## config.mk

```make
export PLATFORM = sky130hd
export DESIGN_NAME = m68k_bus_bridge
export DESIGN_NICKNAME = d
export VERILOG_FILES = /design/src/rtl/m68k_bus_pkg.sv /design/src/rtl/sync.sv /design/src/rtl/m68k_bus_bridge.sv
export SDC_FILE = /design/constraint.sdc
export NUM_CORES = 1
export LEC_CHECK = 0
export CAP_MARGIN = 30
export CORE_ASPECT_RATIO = 0.9
export CORE_UTILIZATION = 45
export DETAILED_ROUTE_END_ITERATION = 8
export PLACE_DENSITY_LB_ADDON = 0.05
export REMOVE_ABC_BUFFERS = 1
export SETUP_SLACK_MARGIN = 0.1
export SYNTH_ARGS = -nofsm -noshare
export SYNTH_HDL_FRONTEND = slang
export SYNTH_HIERARCHICAL = 1
export SYNTH_SLANG_ARGS = --single-unit
```

## constraint.sdc

```tcl
create_clock -name clk -period 2.6 [get_ports clk]
set_input_delay 0.39 -clock clk [delete_from_list [all_inputs] [get_ports clk]]
set_output_delay 0.39 -clock clk [all_outputs]
set_load 0.01 [all_outputs]
```

## src/rtl/m68k_bus_pkg.sv

```systemverilog
// Shared definitions for the 68000 bus bridge: FSM state encoding,
// 68000 function-code values and the default bus timeout.
package m68k_bus_pkg;

    typedef enum logic [2:0] {
        ST_IDLE    = 3'd0,
        ST_ADDR    = 3'd1,
        ST_STROBE  = 3'd2,
        ST_WAIT    = 3'd3,
        ST_RELEASE = 3'd4
    } state_e;

    localparam logic [2:0] FC_USER_DATA = 3'd1;
    localparam logic [2:0] FC_USER_PROG = 3'd2;
    localparam logic [2:0] FC_SUPV_DATA = 3'd5;
    localparam logic [2:0] FC_SUPV_PROG = 3'd6;
    localparam logic [2:0] FC_INT_ACK   = 3'd7;

    localparam int DEFAULT_TIMEOUT = 255;

    // Wait/release counter increment that sticks at all-ones instead of wrapping.
    function automatic logic [15:0] sat_inc(input logic [15:0] v);
        return (v == 16'hFFFF) ? v : v + 16'd1;
    endfunction

endpackage

```

## src/rtl/sync.sv

```systemverilog
// Multi-stage synchroniser for an asynchronous level input; resets to the
// inactive (high) level so active-low bus handshakes read as idle.
module sync #(
    parameter int   STAGES    = 2,
    parameter logic RESET_VAL = 1'b1
) (
    input  logic clk,
    input  logic rstn,
    input  logic d,
    output logic q
);

    logic [STAGES-1:0] ff_q;
    logic [STAGES-1:0] ff_d;

    always_comb begin
        ff_d = {ff_q[STAGES-2:0], d};
    end

    always_ff @(posedge clk or negedge rstn) begin
        if (!rstn) ff_q <= {STAGES{RESET_VAL}};
        else       ff_q <= ff_d;
    end

    assign q = ff_q[STAGES-1];

endmodule

```

## src/rtl/m68k_bus_bridge.sv

```systemverilog
// Turns the core's held rd/wr request into an asynchronous 68000 bus cycle
// (AS/UDS/LDS/R_W out, DTACK/BERR in) with wait-state and timeout control.
module m68k_bus_bridge
    import m68k_bus_pkg::*;
#(
    parameter int ADDR_W      = 24,
    parameter int SYNC_STAGES = 2,
    parameter int MIN_WAIT    = 0,
    parameter int TIMEOUT     = DEFAULT_TIMEOUT
) (
    input  logic              clk,
    input  logic              rstn,
    input  logic              req_rd,
    input  logic              req_wr,
    input  logic [1:0]        req_be,
    input  logic [ADDR_W-1:0] req_addr,
    input  logic [15:0]       req_wdata,
    input  logic [2:0]        req_fc,
    output logic              ack,
    output logic              berr,
    output logic              tmo,
    output logic [15:0]       rdata,
    output logic              busy,
    output logic [ADDR_W-2:0] addr,
    output logic [2:0]        FC,
    output logic              ASn,
    output logic              UDSn,
    output logic              LDSn,
    output logic              R_Wn,
    output logic [15:0]       data_out,
    output logic              data_oe,
    input  logic [15:0]       data_in,
    input  logic              DTACKn,
    input  logic              BERRn,
    output state_e            dbg_state
);

    // Request handshake: the core holds req_rd/req_wr (and its qualifiers) until
    // it sees the one-cycle ack pulse, then drops them; a request is only
    // accepted in IDLE and never in the cycle ack is showing.

    localparam logic [15:0] MIN_WAIT_C = 16'(MIN_WAIT);
    localparam logic [15:0] TIMEOUT_C  = 16'(TIMEOUT);

    state_e            state_q, state_d;
    logic              ack_q, ack_d, berr_q, berr_d, tmo_q, tmo_d, busy_q, busy_d;
    logic [15:0]       rdata_q, rdata_d, data_out_q, data_out_d, cnt_q, cnt_d;
    logic [ADDR_W-2:0] addr_q, addr_d;
    logic [2:0]        fc_q, fc_d;
    logic [1:0]        be_q, be_d;
    logic              as_n_q, as_n_d, uds_n_q, uds_n_d, lds_n_q, lds_n_d;
    logic              rw_n_q, rw_n_d, data_oe_q, data_oe_d;
    logic              wait_exit;
    logic              dtack_n_s, berr_n_s;
    logic              unused_addr0;

    assign unused_addr0 = req_addr[0];

    sync #(.STAGES(SYNC_STAGES), .RESET_VAL(1'b1)) u_sync_dtack (
        .clk(clk), .rstn(rstn), .d(DTACKn), .q(dtack_n_s)
    );
    sync #(.STAGES(SYNC_STAGES), .RESET_VAL(1'b1)) u_sync_berr (
        .clk(clk), .rstn(rstn), .d(BERRn), .q(berr_n_s)
    );

    always_comb begin
        state_d    = state_q;
        ack_d      = 1'b0;
        berr_d     = 1'b0;
        tmo_d      = 1'b0;
        rdata_d    = rdata_q;
        addr_d     = addr_q;
        fc_d       = fc_q;
        be_d       = be_q;
        data_out_d = data_out_q;
        rw_n_d     = rw_n_q;
        as_n_d     = as_n_q;
        uds_n_d    = uds_n_q;
        lds_n_d    = lds_n_q;
        data_oe_d  = data_oe_q;
        cnt_d      = cnt_q;
        wait_exit  = 1'b0;

        unique case (state_q)
            ST_IDLE: begin
                if (!ack_q && (req_rd || req_wr)) begin
                    if (req_be == 2'b00) begin
                        ack_d = 1'b1;
                    end else begin
                        addr_d     = req_addr[ADDR_W-1:1];
                        fc_d       = req_fc;
                        be_d       = req_be;
                        data_out_d = req_wdata;
                        rw_n_d     = req_rd;
                        state_d    = ST_ADDR;
                    end
                end
            end
            ST_ADDR: begin
                as_n_d  = 1'b0;
                state_d = ST_STROBE;
                if (rw_n_q) begin
                    uds_n_d = ~be_q[1];
                    lds_n_d = ~be_q[0];
                end else begin
                    data_oe_d = 1'b1;
                end
            end
            ST_STROBE: begin
                // Write strobes trail data_oe by one cycle so data is on the bus first.
                if (!rw_n_q) begin
                    uds_n_d = ~be_q[1];
                    lds_n_d = ~be_q[0];
                end
                cnt_d   = 16'd0;
                state_d = ST_WAIT;
            end
            ST_WAIT: begin
                if (!berr_n_s) begin
                    wait_exit = 1'b1;
                    berr_d    = 1'b1;
                end else if (!dtack_n_s && (cnt_q >= MIN_WAIT_C)) begin
                    wait_exit = 1'b1;
                    if (rw_n_q) rdata_d = data_in;
                end else if (cnt_q == TIMEOUT_C) begin
                    wait_exit = 1'b1;
                    berr_d    = 1'b1;
                    tmo_d     = 1'b1;
                end else begin
                    cnt_d = sat_inc(cnt_q);
                end
                if (wait_exit) begin
                    ack_d   = 1'b1;
                    as_n_d  = 1'b1;
                    uds_n_d = 1'b1;
                    lds_n_d = 1'b1;
                    cnt_d   = 16'd0;
                    state_d = ST_RELEASE;
                end
            end
            ST_RELEASE: begin
                data_oe_d = 1'b0;
                if ((dtack_n_s && berr_n_s) || (cnt_q == TIMEOUT_C)) begin
                    rw_n_d  = 1'b1;
                    state_d = ST_IDLE;
                end else begin
                    cnt_d = sat_inc(cnt_q);
                end
            end
            default: state_d = ST_IDLE;
        endcase

        busy_d = (state_d != ST_IDLE);
    end

    always_ff @(posedge clk or negedge rstn) begin
        if (!rstn) begin
            state_q    <= ST_IDLE;
            ack_q      <= 1'b0;
            berr_q     <= 1'b0;
            tmo_q      <= 1'b0;
            busy_q     <= 1'b0;
            rdata_q    <= 16'd0;
            addr_q     <= '0;
            fc_q       <= 3'd0;
            be_q       <= 2'b00;
            data_out_q <= 16'd0;
            rw_n_q     <= 1'b1;
            as_n_q     <= 1'b1;
            uds_n_q    <= 1'b1;
            lds_n_q    <= 1'b1;
            data_oe_q  <= 1'b0;
            cnt_q      <= 16'd0;
        end else begin
            state_q    <= state_d;
            ack_q      <= ack_d;
            berr_q     <= berr_d;
            tmo_q      <= tmo_d;
            busy_q     <= busy_d;
            rdata_q    <= rdata_d;
            addr_q     <= addr_d;
            fc_q       <= fc_d;
            be_q       <= be_d;
            data_out_q <= data_out_d;
            rw_n_q     <= rw_n_d;
            as_n_q     <= as_n_d;
            uds_n_q    <= uds_n_d;
            lds_n_q    <= lds_n_d;
            data_oe_q  <= data_oe_d;
            cnt_q      <= cnt_d;
        end
    end

    assign ack       = ack_q;
    assign berr      = berr_q;
    assign tmo       = tmo_q;
    assign rdata     = rdata_q;
    assign busy      = busy_q;
    assign addr      = addr_q;
    assign FC        = fc_q;
    assign ASn       = as_n_q;
    assign UDSn      = uds_n_q;
    assign LDSn      = lds_n_q;
    assign R_Wn      = rw_n_q;
    assign data_out  = data_out_q;
    assign data_oe   = data_oe_q;
    assign dbg_state = state_q;

endmodule

```

# [Yosys cells after proc, flatten, opt, wreduce, memory -nomap -nowiden]
# Cells that the tools add are included.
[totals] in_bits=67 regBits=92
[op_classes] n_eq_ne=17 bitwise_logic=3 n_addsub=1 magnitude_cmp=1 reduce_logical=22 muxes=39
[op_table] op="2-to-1 mux 16 bit" n=6
[op_table] op="one-hot mux 16 bit (3 select lines)" n=1
[op_table] op="2-to-1 mux 1 bit" n=21
[op_table] op="adder 16 x 1 -> 16 bit, second input constant" n=1
[op_table] op="== test 16 bit, second input constant" n=1
[op_table] op="== test 16 x 8 -> 1 bit, second input constant" n=1
[op_table] op=">= comparator 16 x 1 -> 1 bit, second input constant" n=1
[op_table] op="inequality test 2 bit, second input constant" n=8
[op_table] op="one-hot mux 3 bit (5 select lines)" n=1
[op_table] op="2-to-1 mux 3 bit" n=4
[op_table] op="AND reduction 4 bit" n=3
[op_table] op="nonzero test 3 bit" n=3
[op_table] op="one-hot mux 1 bit (2 select lines)" n=4
[op_table] op="== test 3 x 2 -> 1 bit, second input constant" n=2
[op_table] op="inequality test 3 bit, second input constant" n=2
[op_table] op="one-hot mux 1 bit (3 select lines)" n=2
[op_table] op="nonzero test 2 bit" n=3
[op_table] op="AND reduction 5 bit" n=1
[op_table] op="AND reduction 2 bit" n=2
[op_table] op="== test 3 x 1 -> 1 bit, second input constant" n=1
[op_table] op="== test 3 bit, second input constant" n=1
[op_table] op="logical AND 1 bit" n=3
[op_table] op="logical NOT 3 bit" n=1
[op_table] op="inequality test 3 x 2 -> 1 bit, second input constant" n=1
[op_table] op="other kinds (5)" n=9

# [Longest topological paths before layout]
[depth] word_depth=8 ltp_mapped=8 ltp_nobuf=6

# [Modules after synthesis]
# Netlist, hierarchy kept.
[modules_own_cells] mod="m68k_bus_bridge" area_per_inst_um2=3801.1 seq_area_each_um2=2207.1 cells_each=302 n_inst=1
[modules_own_cells] mod="sync" area_per_inst_um2=52.6 seq_area_each_um2=52.6 cells_each=2 n_inst=2

# [Least setup slack after synthesis]
# Ideal clock, no wire load.
[synth_timing] path_type="reg2reg" start="register cnt_q[13]" end="register cnt_q[7]" setup_ns=0.137 t_arrival_ns=2.121 path_stages_with_launch=8 n_path_buf=2 slack_ns=0.342 path_cell_list="dfrtp_1 > or4_4 > or4_4 > buf_6 > a41o_1 > buf_4 > o211ai_1 > o311ai_1"
[synth_via] elab_chain_cells=7
[synth_lines] item="from (decl)" line_no="m68k_bus_bridge.sv:47" text="logic [15:0] rdata_q, rdata_d, data_out_q, data_out_d, cnt_q, cnt_d;"
[synth_lines] item="from (signal assigned)" line_no="m68k_bus_bridge.sv:190" text="cnt_q <= cnt_d;"
[synth_lines] item=">= comparator 16 x 1 -> 1 bit (tied with other cells)" line_no="m68k_bus_bridge.sv:122" text="end else if (!dtack_n_s && (cnt_q >= MIN_WAIT_C)) begin"
[synth_lines] item="logical AND 1 bit (tied with other cells)" line_no="m68k_bus_bridge.sv:122"
[synth_lines] item="2-to-1 mux 1 bit or 2-to-1 mux 16 bit (tied branches) (3 in a row)"
[synth_lines] item="inequality test 3 x 2 -> 1 bit (no line) (tied with other cells)"
[synth_lines] item="AND reduction 5 bit (no line) or one-hot mux 16 bit (3 select lines) (tied branches)"
# Several ways; a longest one is shown, not always the timed one. The select of a mux whose other input is x is not followed.
# A chain may end at the register's enable or synchronous reset.

# [Worst setup path after layout]
[layout_timing] start="register cnt_q[8]" end="register cnt_q[7]"
# Same word-level chain as after synthesis.

==> flow_metrics.py <==
metrics = {
    "sta": {
        "fin_crit_sh": 0.904,
        "slew_headroom": 0.621,
        "finalClockSkew_ns": 0.0106,
        "hold_viol_final": 0,
        "grt_setup_unrepaired": "false",
        "drv_slew": 0,
        "tightest_slew_ns": 0.563,
        "clock.fmax_ghz": 0.426,
        "setup_viol": 0,
        "period_needed_ns": 2.35,
    },
    "critical_path": {
        "reg2regPathDepth": 5,
        "crit_fanout": 11,
        "cp-endpoint": "cnt_q[7]",
        "ff2ff_setup_slack_ns": 0.25,
        "worstPathRequired_ns": 2.83,
        "r2r_end": "cnt_q[7]",
        "worstPathArrival_ns": 2.58,
        "critPathCaptureType": "flip-flop",
        "timing_worst_setup_path_type": "reg2reg",
        "r2r_start": "cnt_q[8]",
        "start_kind": "flip-flop",
        "startpoint": "cnt_q[8]",
    },
    "place": {
        "placedCellCount": 554,
        "routabilityCongestion": 0.792,
        "portBuffers": 135,
        "dp_hpwl_um": 6490,
    },
    "min_path": {
        "hold_class": "in2async",
    },
    "status": {
        "status": "finished clean",
    },
    "cells_and_area": {
        "layout_commonest_cell": "clkdlybuf4s50_1",
        "area_growth_pct": 45.1,
        "final_cell_mix": "clkdlybuf4s50_1, dfrtp_1, mux2_2, nand2_1",
        "stdcell_count": 570,
        "nets": 518,
        "final_core_util": 0.689,
        "layout-drive-gt1-share": 0.231,
        "antenna_cells": 0,
    },
    "flow_run": {
        "drv_cap": 0,
    },
    "die": {
        "num_io_pins": 137,
        "initial_utilization": 0.475,
        "fp.dieW_um": 100,
        "rows": 31,
        "core_area_um2": 8220,
        "die_area_um2": 9060,
        "die_h_um": 90.4,
    },
    "synthesis": {
        "synth_top_area_share": 0.538,
        "yosysSeqAreaShare": 0.592,
        "synthXorXnorAreaFrac": 0,
        "synth_area_leaders": "dfrtp_1, mux2_2, dfstp_2",
        "synth_top_area_cell": "dfrtp_1",
        "ys.flop_type": "dfrtp_1",
        "ys_types": 42,
        "synth_top_family_by_area": "multiplexers",
        "synth_compound_area_frac": 0.0782,
        "synth_warnings": 6,
        "ys_async_sr_fraction": 1.00,
        "synth_seq_cells": 92,
        "synth_enable_flop_cells": 0,
        "synthCells": 306,
        "synthesis.area_um2": 3910,
        "avgSynthCellArea_um2": 12.8,
        "synth_simple_gate_area_frac": 0.116,
        "synth.area.mux_share": 0.188,
        "synthAdderAreaFrac": 0.00320,
    },
    "grt": {
        "grtUsageTotal": 0.206,
        "grt_pass1_vias": 2957,
        "grt_start_max_net_pins": 43,
        "grt_overflow": 0,
        "antenna_found_initial": 0,
        "grt_pass1_wl_um": 14500,
    },
    "clock_tree": {
        "clk_pin_slew_worst_paths_ns": 0.09,
        "cts_sinks": 92,
        "hold_buffers": 0,
        "cts-root-buf": "clkbuf_8",
        "post_cts_resized": 0,
        "cts_tree": "built",
        "cts_setup_buffers": 0,
        "cts_made_buffers": 9,
        "clockBufferDepth": 2,
        "htree_levels": 3,
        "clock_latency_ns": 0.36,
    },
    "power": {
        "leakagePower_nw": 2.33,
        "powerDensity_nw_per_um2": 1120,
        "ir_drop_uv": 568,
    },
    "routing": {
        "vias_per_cell": 5.09,
        "drt-total-wl_um": 8870,
        "drcViolationCount": 0,
        "drt_iter0_drc": 89,
        "dr.pass1.iters": 4,
        "dr_total_vias": 2904,
        "drt-wirelength-per-cell_um": 15.6,
        "drtAntennaViolNets": 0,
    },
}
kinds of logic after synthesis:
logic type | after synthesis
compound gates | 46
fa+ha+maj | 1
buf+inv | 16
flops | 92
mux | 66
simple gates | 85
worst max-delay path, cell delays in order, from the launching register on:
cell      delay [ns]
dfrtp_1         0.44
or4_4           0.56
or4_4           0.56
a41o_1          0.42
o211ai_1        0.14
o311ai_1        0.11
worst min-delay path by stage:
stage / startpoint / slack, ns / end
final: rstn / 0.01 / addr[12]
after global routing: rstn / 0.03 / addr[12]
after CTS: rstn / 0.02 / addr[6]
after detailed placement: u_sync_berr/ff_q[0] / 0.35 / u_sync_berr/ff_q[1]
after global placement: u_sync_dtack/ff_q[0] / 0.35 / u_sync_dtack/ff_q[1]
after floorplan: rstn / 0.09 / FC[0]
cells in the mapped netlist, types with 2 or more instances:
cell type / count
nand2_1: 26
nand2b_1: 7
nor2_1: 12
nor4_1: 4
mux2_2: 60
dfrtp_1: 84
o211ai_1: 2
inv_1: 2
a21o_1: 2
or4_4: 2
nand3_1: 9
buf_6: 2
a21oi_1: 13
o31ai_1: 4
nor3_1: 4
a211oi_1: 2
a22o_1: 2
buf_2: 8
or4_1: 8
nor2b_1: 2
clkbuf_1: 3
nand4_1: 4
mux2i_1: 6
dfstp_2: 8
o21ai_0: 13
final cells by class:
| class | instances | area [µm²] |
|---|---|---|
| Clock buffer | 9 | 124 |
| Inverter | 2 | 7.51 |
| Tap cell | 115 | 144 |
| Clock inverter | 7 | 98.8 |
| Sequential cell | 92 | 2310 |
| Timing Repair Buffer | 147 | 1460 |
| Multi-Input combinational cell | 198 | 1520 |
| Fill cell | 642 | 2550 |
sequential cells by signal (all words and copies together) (netlist names), 2 cells and up:
| name | count |
|---|---|
| rdata | 16 |
| u_sync_berr/ff_q | 2 |
| FC | 3 |
| cnt_q | 16 |
| dbg_state | 3 |
| addr | 23 |
| u_sync_dtack/ff_q | 2 |
| be_q | 2 |
| data_out | 16 |
per-stage QoR:
step	instance area [µm²]	worst slack (ns)	hold slack, ns	total power, mW	setup TNS (ns)
2_1_floorplan	3820	-1.14	0.0944	3.72	-48.92
3_3_place_gp	5450	0.270	0.346	5.23	0
3_5_place_dp	5450	0.257	0.347	5.32	0
4_1_cts	5670	0.249	0.0217	6.40	0
5_1_grt	5670	0.118	0.0344	6.71	0
6_report	5670	0.250	0.0116	6.33	0
layer usage:
layer | part of all wire | vias to the layer above | wire [µm] | global-route usage
met1 | 0.43 | 1404 | 3790 | 0.265
met4 | 0.0085 | 0 | 75 | 0.0495
met3 | 0.092 | 8 | 816 | 0.0921
met5 | 0 | - | 0 | 0
met2 | 0.47 | 97 | 4180 | 0.320
li1 | - | 1395 | - | -
report_power, final:
part           leakage, nW  total (mW)  switching [mW]  internal [mW]
Combinational         1.09        2.88            1.15           1.74
Sequential            1.13        2.38           0.357           2.03
Clock                0.115        1.07           0.515          0.550
Total                 2.33        6.33            2.02           4.31
Power figures use the tool's default switching activity.
